## src/rtl/oled_pixel_streamer.sv

```systemverilog
// Scans a WIDTH x HEIGHT raster, fetches RGB565 pixels from a combinational generator
// and shifts each one MSB-first to the OLED panel over a 4-wire SPI link.
module oled_pixel_streamer #(
    parameter int WIDTH      = 96,
    parameter int HEIGHT     = 64,
    parameter int CLK_DIV    = 4,
    parameter int FRAME_GAP  = 1000,
    parameter int POR_CYCLES = 64
) (
    input  logic        clk,
    input  logic        rst_n,
    input  logic        enable,
    output logic [6:0]  x,
    output logic [5:0]  y,
    input  logic [15:0] oled_data,
    output logic        sclk,
    output logic        sdin,
    output logic        cs_n,
    output logic        dc,
    output logic        frame_begin,
    output logic        busy
);

    localparam int POR_W = $clog2(POR_CYCLES + 1);
    localparam int GAP_W = $clog2(FRAME_GAP + 1);
    localparam int DIV_W = $clog2(CLK_DIV + 1);

    localparam logic [POR_W-1:0] POR_LAST = POR_W'(POR_CYCLES - 1);
    localparam logic [GAP_W-1:0] GAP_LAST = GAP_W'(FRAME_GAP - 1);
    localparam logic [DIV_W-1:0] DIV_LAST = DIV_W'(CLK_DIV - 1);
    localparam logic [6:0]       X_LAST   = 7'(WIDTH - 1);
    localparam logic [5:0]       Y_LAST   = 6'(HEIGHT - 1);

    typedef enum logic [2:0] {
        ST_RESET_WAIT,
        ST_IDLE,
        ST_LOAD,
        ST_SHIFT,
        ST_FRAME_GAP
    } state_t;

    state_t             state_q, state_d;
    logic [POR_W-1:0]   por_cnt_q, por_cnt_d;
    logic [GAP_W-1:0]   gap_cnt_q, gap_cnt_d;
    logic [DIV_W-1:0]   div_cnt_q, div_cnt_d;
    logic               phase_q, phase_d;
    logic [3:0]         bit_q, bit_d;
    logic [15:0]        shreg_q, shreg_d;
    logic [6:0]         x_q, x_d;
    logic [5:0]         y_q, y_d;
    logic               sclk_q, sclk_d;
    logic               sdin_q, sdin_d;
    logic               cs_n_q, cs_n_d;
    logic               last_pixel;

    assign last_pixel = (x_q == X_LAST) && (y_q == Y_LAST);

    always_ff @(posedge clk or negedge rst_n) begin
        if (!rst_n) begin
            state_q   <= ST_RESET_WAIT;
            por_cnt_q <= '0;
            gap_cnt_q <= '0;
            div_cnt_q <= '0;
            phase_q   <= 1'b0;
            bit_q     <= 4'd0;
            shreg_q   <= 16'd0;
            x_q       <= 7'd0;
            y_q       <= 6'd0;
            sclk_q    <= 1'b0;
            sdin_q    <= 1'b0;
            cs_n_q    <= 1'b1;
        end else begin
            state_q   <= state_d;
            por_cnt_q <= por_cnt_d;
            gap_cnt_q <= gap_cnt_d;
            div_cnt_q <= div_cnt_d;
            phase_q   <= phase_d;
            bit_q     <= bit_d;
            shreg_q   <= shreg_d;
            x_q       <= x_d;
            y_q       <= y_d;
            sclk_q    <= sclk_d;
            sdin_q    <= sdin_d;
            cs_n_q    <= cs_n_d;
        end
    end

    always_comb begin
        state_d   = state_q;
        por_cnt_d = por_cnt_q;
        gap_cnt_d = gap_cnt_q;
        div_cnt_d = div_cnt_q;
        phase_d   = phase_q;
        bit_d     = bit_q;
        shreg_d   = shreg_q;
        x_d       = x_q;
        y_d       = y_q;
        sclk_d    = sclk_q;
        sdin_d    = sdin_q;
        cs_n_d    = cs_n_q;

        case (state_q)
            ST_RESET_WAIT: begin
                if (por_cnt_q == POR_LAST) begin
                    por_cnt_d = '0;
                    state_d   = ST_IDLE;
                end else begin
                    por_cnt_d = por_cnt_q + 1'b1;
                end
            end
            ST_IDLE: begin
                cs_n_d = 1'b1;
                sclk_d = 1'b0;
                if (enable) begin
                    x_d     = 7'd0;
                    y_d     = 6'd0;
                    cs_n_d  = 1'b0;
                    state_d = ST_LOAD;
                end
            end
            ST_LOAD: begin
                shreg_d   = oled_data;
                sdin_d    = oled_data[15];
                bit_d     = 4'd15;
                div_cnt_d = '0;
                phase_d   = 1'b0;
                state_d   = ST_SHIFT;
            end
            ST_SHIFT: begin
                if (div_cnt_q != DIV_LAST) begin
                    div_cnt_d = div_cnt_q + 1'b1;
                end else if (!phase_q) begin
                    div_cnt_d = '0;
                    phase_d   = 1'b1;
                    sclk_d    = 1'b1;
                end else begin
                    div_cnt_d = '0;
                    phase_d   = 1'b0;
                    sclk_d    = 1'b0;
                    if (bit_q != 4'd0) begin
                        bit_d  = bit_q - 4'd1;
                        sdin_d = shreg_q[bit_q - 4'd1];
                    end else begin
                        if (x_q == X_LAST) begin
                            x_d = 7'd0;
                            y_d = (y_q == Y_LAST) ? 6'd0 : y_q + 6'd1;
                        end else begin
                            x_d = x_q + 7'd1;
                        end
                        // The IDLE cycle that follows the gap also keeps cs_n high,
                        // so the gap state itself lasts one cycle less than FRAME_GAP.
                        if (last_pixel) begin
                            cs_n_d    = 1'b1;
                            gap_cnt_d = GAP_W'(1);
                            state_d   = (FRAME_GAP > 1) ? ST_FRAME_GAP : ST_IDLE;
                        end else if (!enable) begin
                            cs_n_d  = 1'b1;
                            x_d     = 7'd0;
                            y_d     = 6'd0;
                            state_d = ST_IDLE;
                        end else begin
                            state_d = ST_LOAD;
                        end
                    end
                end
            end
            ST_FRAME_GAP: begin
                cs_n_d = 1'b1;
                sclk_d = 1'b0;
                if (gap_cnt_q == GAP_LAST) begin
                    gap_cnt_d = '0;
                    state_d   = ST_IDLE;
                end else begin
                    gap_cnt_d = gap_cnt_q + 1'b1;
                end
            end
            default: begin
                state_d = ST_RESET_WAIT;
            end
        endcase
    end

    assign x           = x_q;
    assign y           = y_q;
    assign sclk        = sclk_q;
    assign sdin        = sdin_q;
    assign cs_n        = cs_n_q;
    assign dc          = 1'b1;
    assign frame_begin = (state_q == ST_LOAD) && (x_q == 7'd0) && (y_q == 6'd0);
    assign busy        = (state_q == ST_LOAD) || (state_q == ST_SHIFT);

endmodule
```

## config.mk

```make
export PLATFORM = sky130hd
export DESIGN_NAME = oled_pixel_streamer
export DESIGN_NICKNAME = d
export VERILOG_FILES = /design/src/rtl/oled_pixel_streamer.sv
export SDC_FILE = /design/constraint.sdc
export NUM_CORES = 1
export LEC_CHECK = 0
export BUFFER_PORTS_ARGS = -buffer_cell sky130_fd_sc_hd__buf_2
export CAP_MARGIN = 10
export CORE_MARGIN = 4
export CORE_UTILIZATION = 47
export DETAILED_ROUTE_END_ITERATION = 10
export GPL_ROUTABILITY_DRIVEN = 0
export PLACE_DENSITY = 0.63
export SLEW_MARGIN = 40
export SYNTH_ARGS = -nofsm -noshare
export SYNTH_HDL_FRONTEND = slang
export SYNTH_SLANG_ARGS = --single-unit
```

## constraint.sdc

```tcl
create_clock -name clk -period 4.8 [get_ports clk]
set_clock_uncertainty 0.05 [all_clocks]
set_input_delay 0.96 -clock clk [delete_from_list [all_inputs] [get_ports clk]]
set_output_delay 0.96 -clock clk [all_outputs]
set_load 0.01 [all_outputs]
```

# Word-level counts from Yosys, hierarchy flattened
# Cells that the tools add are included.
op_classes:
  addsub: 6
  order_cmp: 1
  n_eq_ne: 18
  n_mux: 56
  n_reduce_logical: 21
op_table:
  columns: ["cell", "n"]
  rows:
  - ["7-bit 2-to-1 mux", 8]
  - ["10-bit 2-to-1 mux", 5]
  - ["6-bit 2-to-1 mux", 8]
  - ["3-bit 2-to-1 mux", 8]
  - ["10-bit one-hot mux with 2 select lines", 1]
  - ["2-bit inequality test (second input constant)", 8]
  - ["3-bit one-hot mux with 5 select lines", 1]
  - ["5-bit AND reduction", 3]
  - ["7-bit by 1-bit adder with 7-bit output (second input constant)", 2]
  - ["7-bit one-hot mux with 2 select lines", 1]
  - ["1-bit 2-to-1 mux", 12]
  - ["4-bit 2-to-1 mux", 3]
  - ["6-bit one-hot mux with 2 select lines", 1]
  - ["10-bit by 1-bit adder with 10-bit output (second input constant)", 1]
  - ["10-bit equality test (second input constant)", 1]
  - ["4-bit one-hot mux with 2 select lines", 1]
  - ["2-bit nonzero test", 4]
  - ["7-bit by 6-bit equality test with 1-bit output (second input constant)", 1]
  - ["7-bit equality test (second input constant)", 1]
  - ["7-bit zero test", 1]
  - ["6-bit by 1-bit adder with 6-bit output (second input constant)", 1]
  - ["3-bit by 2-bit equality test with 1-bit output (second input constant)", 2]
  - ["6-bit equality test (second input constant)", 1]
  - ["6-bit zero test", 1]
  - ["21 further kinds", 26]
totals:
  register_bits: 60
  in_bits: 19
  out_inout_bits: 19
  elab_cells: 114

# Longest topological paths before layout
# Gate-level depths: netlist of the first run.
depth:
  ltp_word: 9
  ltp_mapped: 9
  depth_no_buf: 7

# Least setup slack after synthesis of the first run
# OpenSTA, ideal clock, no wires.
synth_timing:
  path_type: "reg2out"
  start: "register state_q[2]"
  end: "output port frame_begin"
  t_arrival_ps: 1486
  required_time_ps: 3790
  slack_ps: 2304
  path_stages_with_launch: 6
  n_path_buf: 2
  cell_sequence: "dfrtp_1 nand2b_1 clkbuf_1 nor2_2 buf_2 and4_1"
synth_between:
  elab_chain_len: 3
synth_rtl:
  columns: ["item", "line_no", "text"]
  rows:
  - ["start, declared", "42", "state_t state_q, state_d;"]
  - ["start signal, assigned", "73", "state_q <= state_d;"]
  - ["3-bit by 2-bit equality test with 1-bit output", "189", "assign frame_begin = (state_q == ST_LOAD) && (x_q == 7'd0) && (y_q == 6'd0);"]
  - ["1-bit logical AND (2 in a row)", "189", null]
  - ["end, declared", "20", "output logic frame_begin,"]
# Every way passes these cells.

# Final worst setup path of the first run
layout_timing:
  start: "register state_q[1]"
  end: "output port frame_begin"
# Same word-level chain as after synthesis.

==> impl_metrics.toml, run 1 <==
[drt]
via_per_inst = 5.65
dr_total_vias = 2648
first_pass_iters = 4
wl_microns = 6920
antenna_left = 0
drcViolationCount = 0
routedWlPerCell_microns = 14.7
drtIter0Drc = 165

[worst_setup_path]
startpoint_type = "flop"
path_class = "flop to primary output"
rr_worst_depth = 7
worst-path-stages = 4
crit_family = "simple AND/OR/NAND/NOR gates"
arrival_ns = 1.82
cp_cell_sequence = "nand2b_1 > nor2_2 > and4_1 > buf_2"
endpoint_kind = "primary output"
cpMaxStageDelayCell = "dfrtp_1"
required_ns = 3.79
crit_fanout = 17
path_buf_inv = 1
max_stage_delay_ns = 0.66

[sta]
finalSetupViolCount = 0
hold_viol_final = 0
maxSlewHeadroom_pct = 56.8
max_freq_mhz = 353
tightest_slew_ns = 0.647
rsz0062_at_grt = "no"
post-route-period-util_pct = 59.0
slew_violations = 0
fin_ws_ns = 1.97
finalWorstPathRequiredPeriod_ns = 2.83
setup_tns_ns = 0

[synthesis]
synth_common_cells = "dfrtp_1, nand2_1, o21ai_0"
yosys.area.top_type = "dfrtp_1"
yosys_register_bits = 60
yosysTopAreaCellShare_pct = 44.7
synth_edf_count = 0
ys_seq_area_share_pct = 45.5
yosysUniqueCellTypes = 59
async_reset_ff_share_pct = 100
ys_dominant_reg_cell = "dfrtp_1"
yosys_warnings = 0
syn_area_sq_um = 3310
synth_most_common_cell = "dfrtp_1"
syn-num-nets = 361
synthTopCellsByArea = "dfrtp_1, mux2_2, nand2_1, o21ai_0, ha_1"
avgSynthCellArea_sq_um = 9.90
synth_cells = 334

[die]
die_y_microns = 91.9
die_width_microns = 91.9
ioPinCount = 38
fp-row-count = 30
start_util_pct = 48.4
die_area_sq_um = 8440
core_sq_um = 6830

[cells_and_area]
final_cells = 469
register_area_sq_um = 1500
fillers = 641
multi_input_area_sq_um = 1690
fin_nets = 395
area.growth.synth_to_final_pct = 13.5
finish.utilization_pct = 54.9
diodes = 0
drive_above_1_share_pct = 23.6

[placed_design]
place_worst_setup_slack_ns = 2.32
placed_cells = 453
io_buffers = 36
hpwl_microns = 4870

[power]
power-per-cell-area_nw_per_um2 = 503
ir_worst_vdd_uv = 285
p_leak_nw = 1.68
total_power_w = 0.00189

[run_status]
status = "finished clean"

[cts]
clockRootBuffer = "clkbuf_8"
cts_tree = "built"
cts_hold_repair.buffers = 0
clockBufferDepth = 2
cts_max_level = 3
cts_buffers = 9
path_clk_slew_ns = 0.08
clock_sinks = 60
ctsResizeCount = 0
post_cts.repair.setup_buffers = 0
clock_latency_ns = 0.34

[grt]
grt_max_degree = 61
antenna_found_initial = 0
grt_pass1_vias = 2520
overflow = 0
grt_pass1_wl_microns = 12000
grt_usage_pct = 17.7

[flow_run]
drv_cap = 0

[worst_hold_path]
hold_class = "flop to flop"
hold_depth = 1
cell type report:
| type | count | area share, % |
|---|---|---|
| clock inverters | 7 | 2.03 |
| inverters | 10 | 1.00 |
| repair buffers | 38 | 5.30 |
| clock buffers | 9 | 3.30 |
| well taps | 96 | 3.20 |
| multi-input cells | 249 | 45.1 |
| flip-flops and latches | 60 | 40.0 |
per-layer routing:
layer  vias up  GRT usage, %  wire length [microns]
met5         -             0                      0
met3         4          4.59                    296
met2        55          26.9                   3300
met4         0          6.81                     59
met1      1282          24.2                   3260
li1       1307             -                      -
sequential cells by signal, summed over array words and instances, names as in the netlist:
signal     cells
por_cnt_q      7
phase_q        1
gap_cnt_q     10
y              6
sclk           1
cs_n           1
shreg_q       16
state_q        3
div_cnt_q      3
bit_q          4
sdin           1
x              7
metrics by stage:
step | area (sq um) | hold WS (ns)
6_report | 3750 | 0.433
5_1_grt | 3750 | 0.441
4_1_cts | 3750 | 0.435
3_5_place_dp | 3550 | 0.426
3_3_place_gp | 3550 | 0.424
2_1_floorplan | 3310 | 0.401
final timing paths:
path	startpoint	end	slack, ns
min	gap_cnt_q[9]$_DFFE_PN0P_	gap_cnt_q[9]$_DFFE_PN0P_	0.43
max reg2reg	bit_q[0]$_DFFE_PN0P_	x[5]$_DFFE_PN0P_	2.35
min in group asynchronous	rst_n	y[2]$_DFFE_PN0P_	0.63
max	state_q[1]$_DFFE_PN0P_	frame_begin	1.97
min reg2reg	gap_cnt_q[9]$_DFFE_PN0P_	gap_cnt_q[9]$_DFFE_PN0P_	0.43
max in group asynchronous	rst_n	cs_n$_DFFE_PN1P_	3.66
layout by cell type, fill, tap and decap left out, types with 3 or more instances in the layout:
cell type and instances:
nand2_1 36, o21a_1 3, nor3_1 10, and3_1 4, mux4_2 4, nand2b_1 7
buf_2 36, a21oi_1 11, inv_1 9, o21ai_0 21, mux2_2 16, nand4_1 6
and2_1 3, xnor2_1 3, nand3_1 14, mux2i_1 3, nor3b_2 4, o211ai_1 3
o21ai_1 11, nor4_1 3, clkbuf_8 9, dfrtp_1 59, ha_1 8, o31ai_1 8
and4_1 3, nor2b_1 3, a31oi_1 6, nor2_1 20, nor3b_1 3
cell families after synthesis:
logic type,count (synthesis),synth area share (%)
AO/OA/AOI/OAI,84,16.4
other,1,0.113
XOR/XNOR,5,1.32
buffers and inverters,25,3.33
AND/OR/NAND/NOR,128,21.3
adder cells (fa/ha/maj),8,3.03
multiplexers,23,9.08
flip-flops,60,45.5
power breakdown:
| part | total, W | internal (W) | switching, W | leakage (nW) |
|---|---|---|---|---|
| registers | 0.000798 | 0.000650 | 0.000147 | 0.766 |
| clock network | 0.000461 | 0.000242 | 0.000219 | 0.0958 |
| logic | 0.000628 | 0.000327 | 0.000301 | 0.816 |
No activity file was read; power rests on OpenSTA's default activity.
==> inputs of run 2 (changes only) <==
--- a/config.mk
+++ b/config.mk
@@ -5,13 +5,14 @@
 export SDC_FILE = /design/constraint.sdc
 export NUM_CORES = 1
 export LEC_CHECK = 0
+export ABC_AREA = 1
 export BUFFER_PORTS_ARGS = -buffer_cell sky130_fd_sc_hd__buf_2
 export CAP_MARGIN = 10
 export CORE_MARGIN = 4
 export CORE_UTILIZATION = 47
 export DETAILED_ROUTE_END_ITERATION = 10
 export GPL_ROUTABILITY_DRIVEN = 0
-export PLACE_DENSITY = 0.63
+export PLACE_DENSITY = 0.66
 export SLEW_MARGIN = 40
 export SYNTH_ARGS = -nofsm -noshare
 export SYNTH_HDL_FRONTEND = slang
==> constraint.sdc (replaced) <==
create_clock -name clk -period 2.35 [get_ports clk]
set_clock_uncertainty 0.05 [all_clocks]
set_input_delay 0.47 -clock clk [delete_from_list [all_inputs] [get_ports clk]]
set_output_delay 0.47 -clock clk [all_outputs]
set_load 0.01 [all_outputs]
==> impl_metrics.toml, run 2 <==
[synthesis]
synth_cells = 468
syn-num-nets = 495
syn_area_sq_um = 3410
yosys.area.top_type = "dfrtp_1"
async_reset_ff_share_pct = 100
yosysUniqueCellTypes = 35
synth_common_cells = "nand2_1, dfrtp_1, inv_1"
avgSynthCellArea_sq_um = 7.29
synth_edf_count = 0
ys_seq_area_share_pct = 44.0
ys_dominant_reg_cell = "dfrtp_1"
yosys_register_bits = 60
yosys_warnings = 0
synth_most_common_cell = "nand2_1"
synthTopCellsByArea = "dfrtp_1, nand2_1, nand3_1, inv_1, o21ai_0"
yosysTopAreaCellShare_pct = 43.3

[worst_setup_path]
arrival_ns = 1.51
endpoint_kind = "primary output"
startpoint_type = "flop"
cpMaxStageDelayCell = "dfrtp_1"
reg2reg_from = "bit_q[0]$_DFFE_PN0P_"
crit_family = "flip-flops"
rr_worst_depth = 10
worst-path-stages = 5
cp_cell_sequence = "inv_1 > ha_1 > nand4_1 > nor3_1 > buf_2"
required_ns = 1.83
reg2reg_slack_ns = 0.34
reg2reg_to = "x[3]$_DFFE_PN0P_"
path_class = "flop to primary output"
startpoint = "y[0]$_DFFE_PN0P_"
crit_fanout = 5
max_stage_delay_ns = 0.43
path_buf_inv = 2
endpoint = "frame_begin"

[drt]
drtIter0Drc = 159
drcViolationCount = 0
routedWlPerCell_microns = 12.2
first_pass_iters = 5
antenna_left = 0
via_per_inst = 5.02
wl_microns = 7470
dr_total_vias = 3072

[cells_and_area]
largest_reg_flops = 16
area.growth.synth_to_final_pct = 15.3
final_cell_mix = "nand2_1, dfrtp_1, inv_1, nand3_1, nor2_1"
drive_above_1_share_pct = 14.1
multi_input_area_sq_um = 1610
layout_commonest_cell = "nand2_1"
top_register = "shreg_q"
fin_nets = 539
diodes = 0
reg_top3 = "shreg_q x16, gap_cnt_q x10"
final_cells = 612
register_area_sq_um = 1500
fillers = 671

[grt]
grt_pass1_vias = 2762
overflow = 0
antenna_found_initial = 0
grt_usage_pct = 18.3
grt_max_degree = 31
grt_pass1_wl_microns = 12600

[cts]
clockBufferDepth = 2
cts_max_level = 3
path_clk_slew_ns = 0.07
ctsResizeCount = 0
cts_tree = "built"
cts_hold_repair.buffers = 0
clock_latency_ns = 0.34
clockRootBuffer = "clkbuf_8"
clock_sinks = 60
cts_buffers = 9
post_cts.repair.setup_buffers = 0

[sta]
slew_violations = 0
holdWs_ns = 0.0148
finalSetupViolCount = 0
finalWorstPathRequiredPeriod_ns = 2.03
post-route-period-util_pct = 86.6
max_freq_mhz = 491
rsz0062_at_grt = "no"
setup_tns_ns = 0
hold_viol_final = 0

[run_status]
status = "finished clean"

[die]
ioPinCount = 38
start_util_pct = 49.4
die_area_sq_um = 8690
fp-row-count = 30
die_y_microns = 93.2
die_width_microns = 93.2
core_sq_um = 6910

[worst_hold_path]
hold_class = "primary input to async pin"

[power]
p_leak_nw = 2.01
power-per-cell-area_nw_per_um2 = 535
ir_worst_vdd_uv = 279

[flow_run]
drv_cap = 0

[placed_design]
io_buffers = 36
hpwl_microns = 5530
placed_cells = 597
run 2: worst reg2reg max path: cells and delay by family, from the launching register on:
| family | cells | cell delay, ns |
|---|---|---|
| compound gates | 2 | 0.24 |
| fa+ha+maj | 1 | 0.25 |
| buf+inv | 2 | 0.35 |
| flops | 1 | 0.49 |
| simple gates | 5 | 0.51 |
run 2: power by group:
group | switching (W) | internal (W)
Combinational | 0.0000307 | 0.0000171
Clock | 0.000401 | 0.000621
Sequential | 0 | 0.00103
run 2: worst min-delay path by stage:
stage                                start                  endpoint  slack (ns)  cells after the start
final                                rst_n    shreg_q[9]$_DFFE_PN0P_        0.01                      1
after global routing                 rst_n    shreg_q[9]$_DFFE_PN0P_        0.03                      1
after CTS                            rst_n  por_cnt_q[2]$_DFFE_PN0P_        0.16                      1
after detailed placement  cs_n$_DFFE_PN1P_          cs_n$_DFFE_PN1P_        0.42                      2
after global placement    cs_n$_DFFE_PN1P_          cs_n$_DFFE_PN1P_        0.41                      2
after floorplan                      rst_n      bit_q[0]$_DFFE_PN0P_        0.12                      0
run 2: cell families after synthesis:
kind of cell	count (synthesis)	synth area share, %
buffers and inverters	74	8.87
adder cells (fa/ha/maj)	8	2.93
AO/OA/AOI/OAI	66	10.3
flip-flops	60	44.0
XOR/XNOR	5	1.28
other	1	0.110
AND/OR/NAND/NOR	254	32.5
run 2: metrics by stage:
step / total power (W) / util, % / cell area (sq um) / setup WS, ns
2_1_floorplan: 0.00106 / - / 3410 / 0.504
3_3_place_gp: 0.00110 / 53.8 / 3710 / 0.437
3_5_place_dp: 0.00110 / 53.8 / 3710 / 0.367
4_1_cts: 0.00213 / 56.9 / 3930 / 0.276
5_1_grt: 0.00219 / 56.9 / 3930 / 0.0889
6_report: 0.00210 / 56.9 / 3930 / 0.315
run 2: layout make-up:
cell class	instances	area share, %
clock inverters	4	1.88
inverters	64	6.11
repair buffers	43	6.30
multi-input cells	334	40.9
clock buffers	11	3.60
well taps	96	3.05
flip-flops and latches	60	38.2
run 2: per-layer routing:
metal / routed length, microns / part of all wire [%] / vias to the layer above / GRT usage [%]
met3: 361 / 4.8 / 9 / 4.91
met4: 95 / 1.3 / 0 / 5.98
met5: 0 / 0 / - / 0
met2: 3340 / 45 / 65 / 28.1
li1: - / - / 1598 / -
met1: 3680 / 49 / 1400 / 25.1
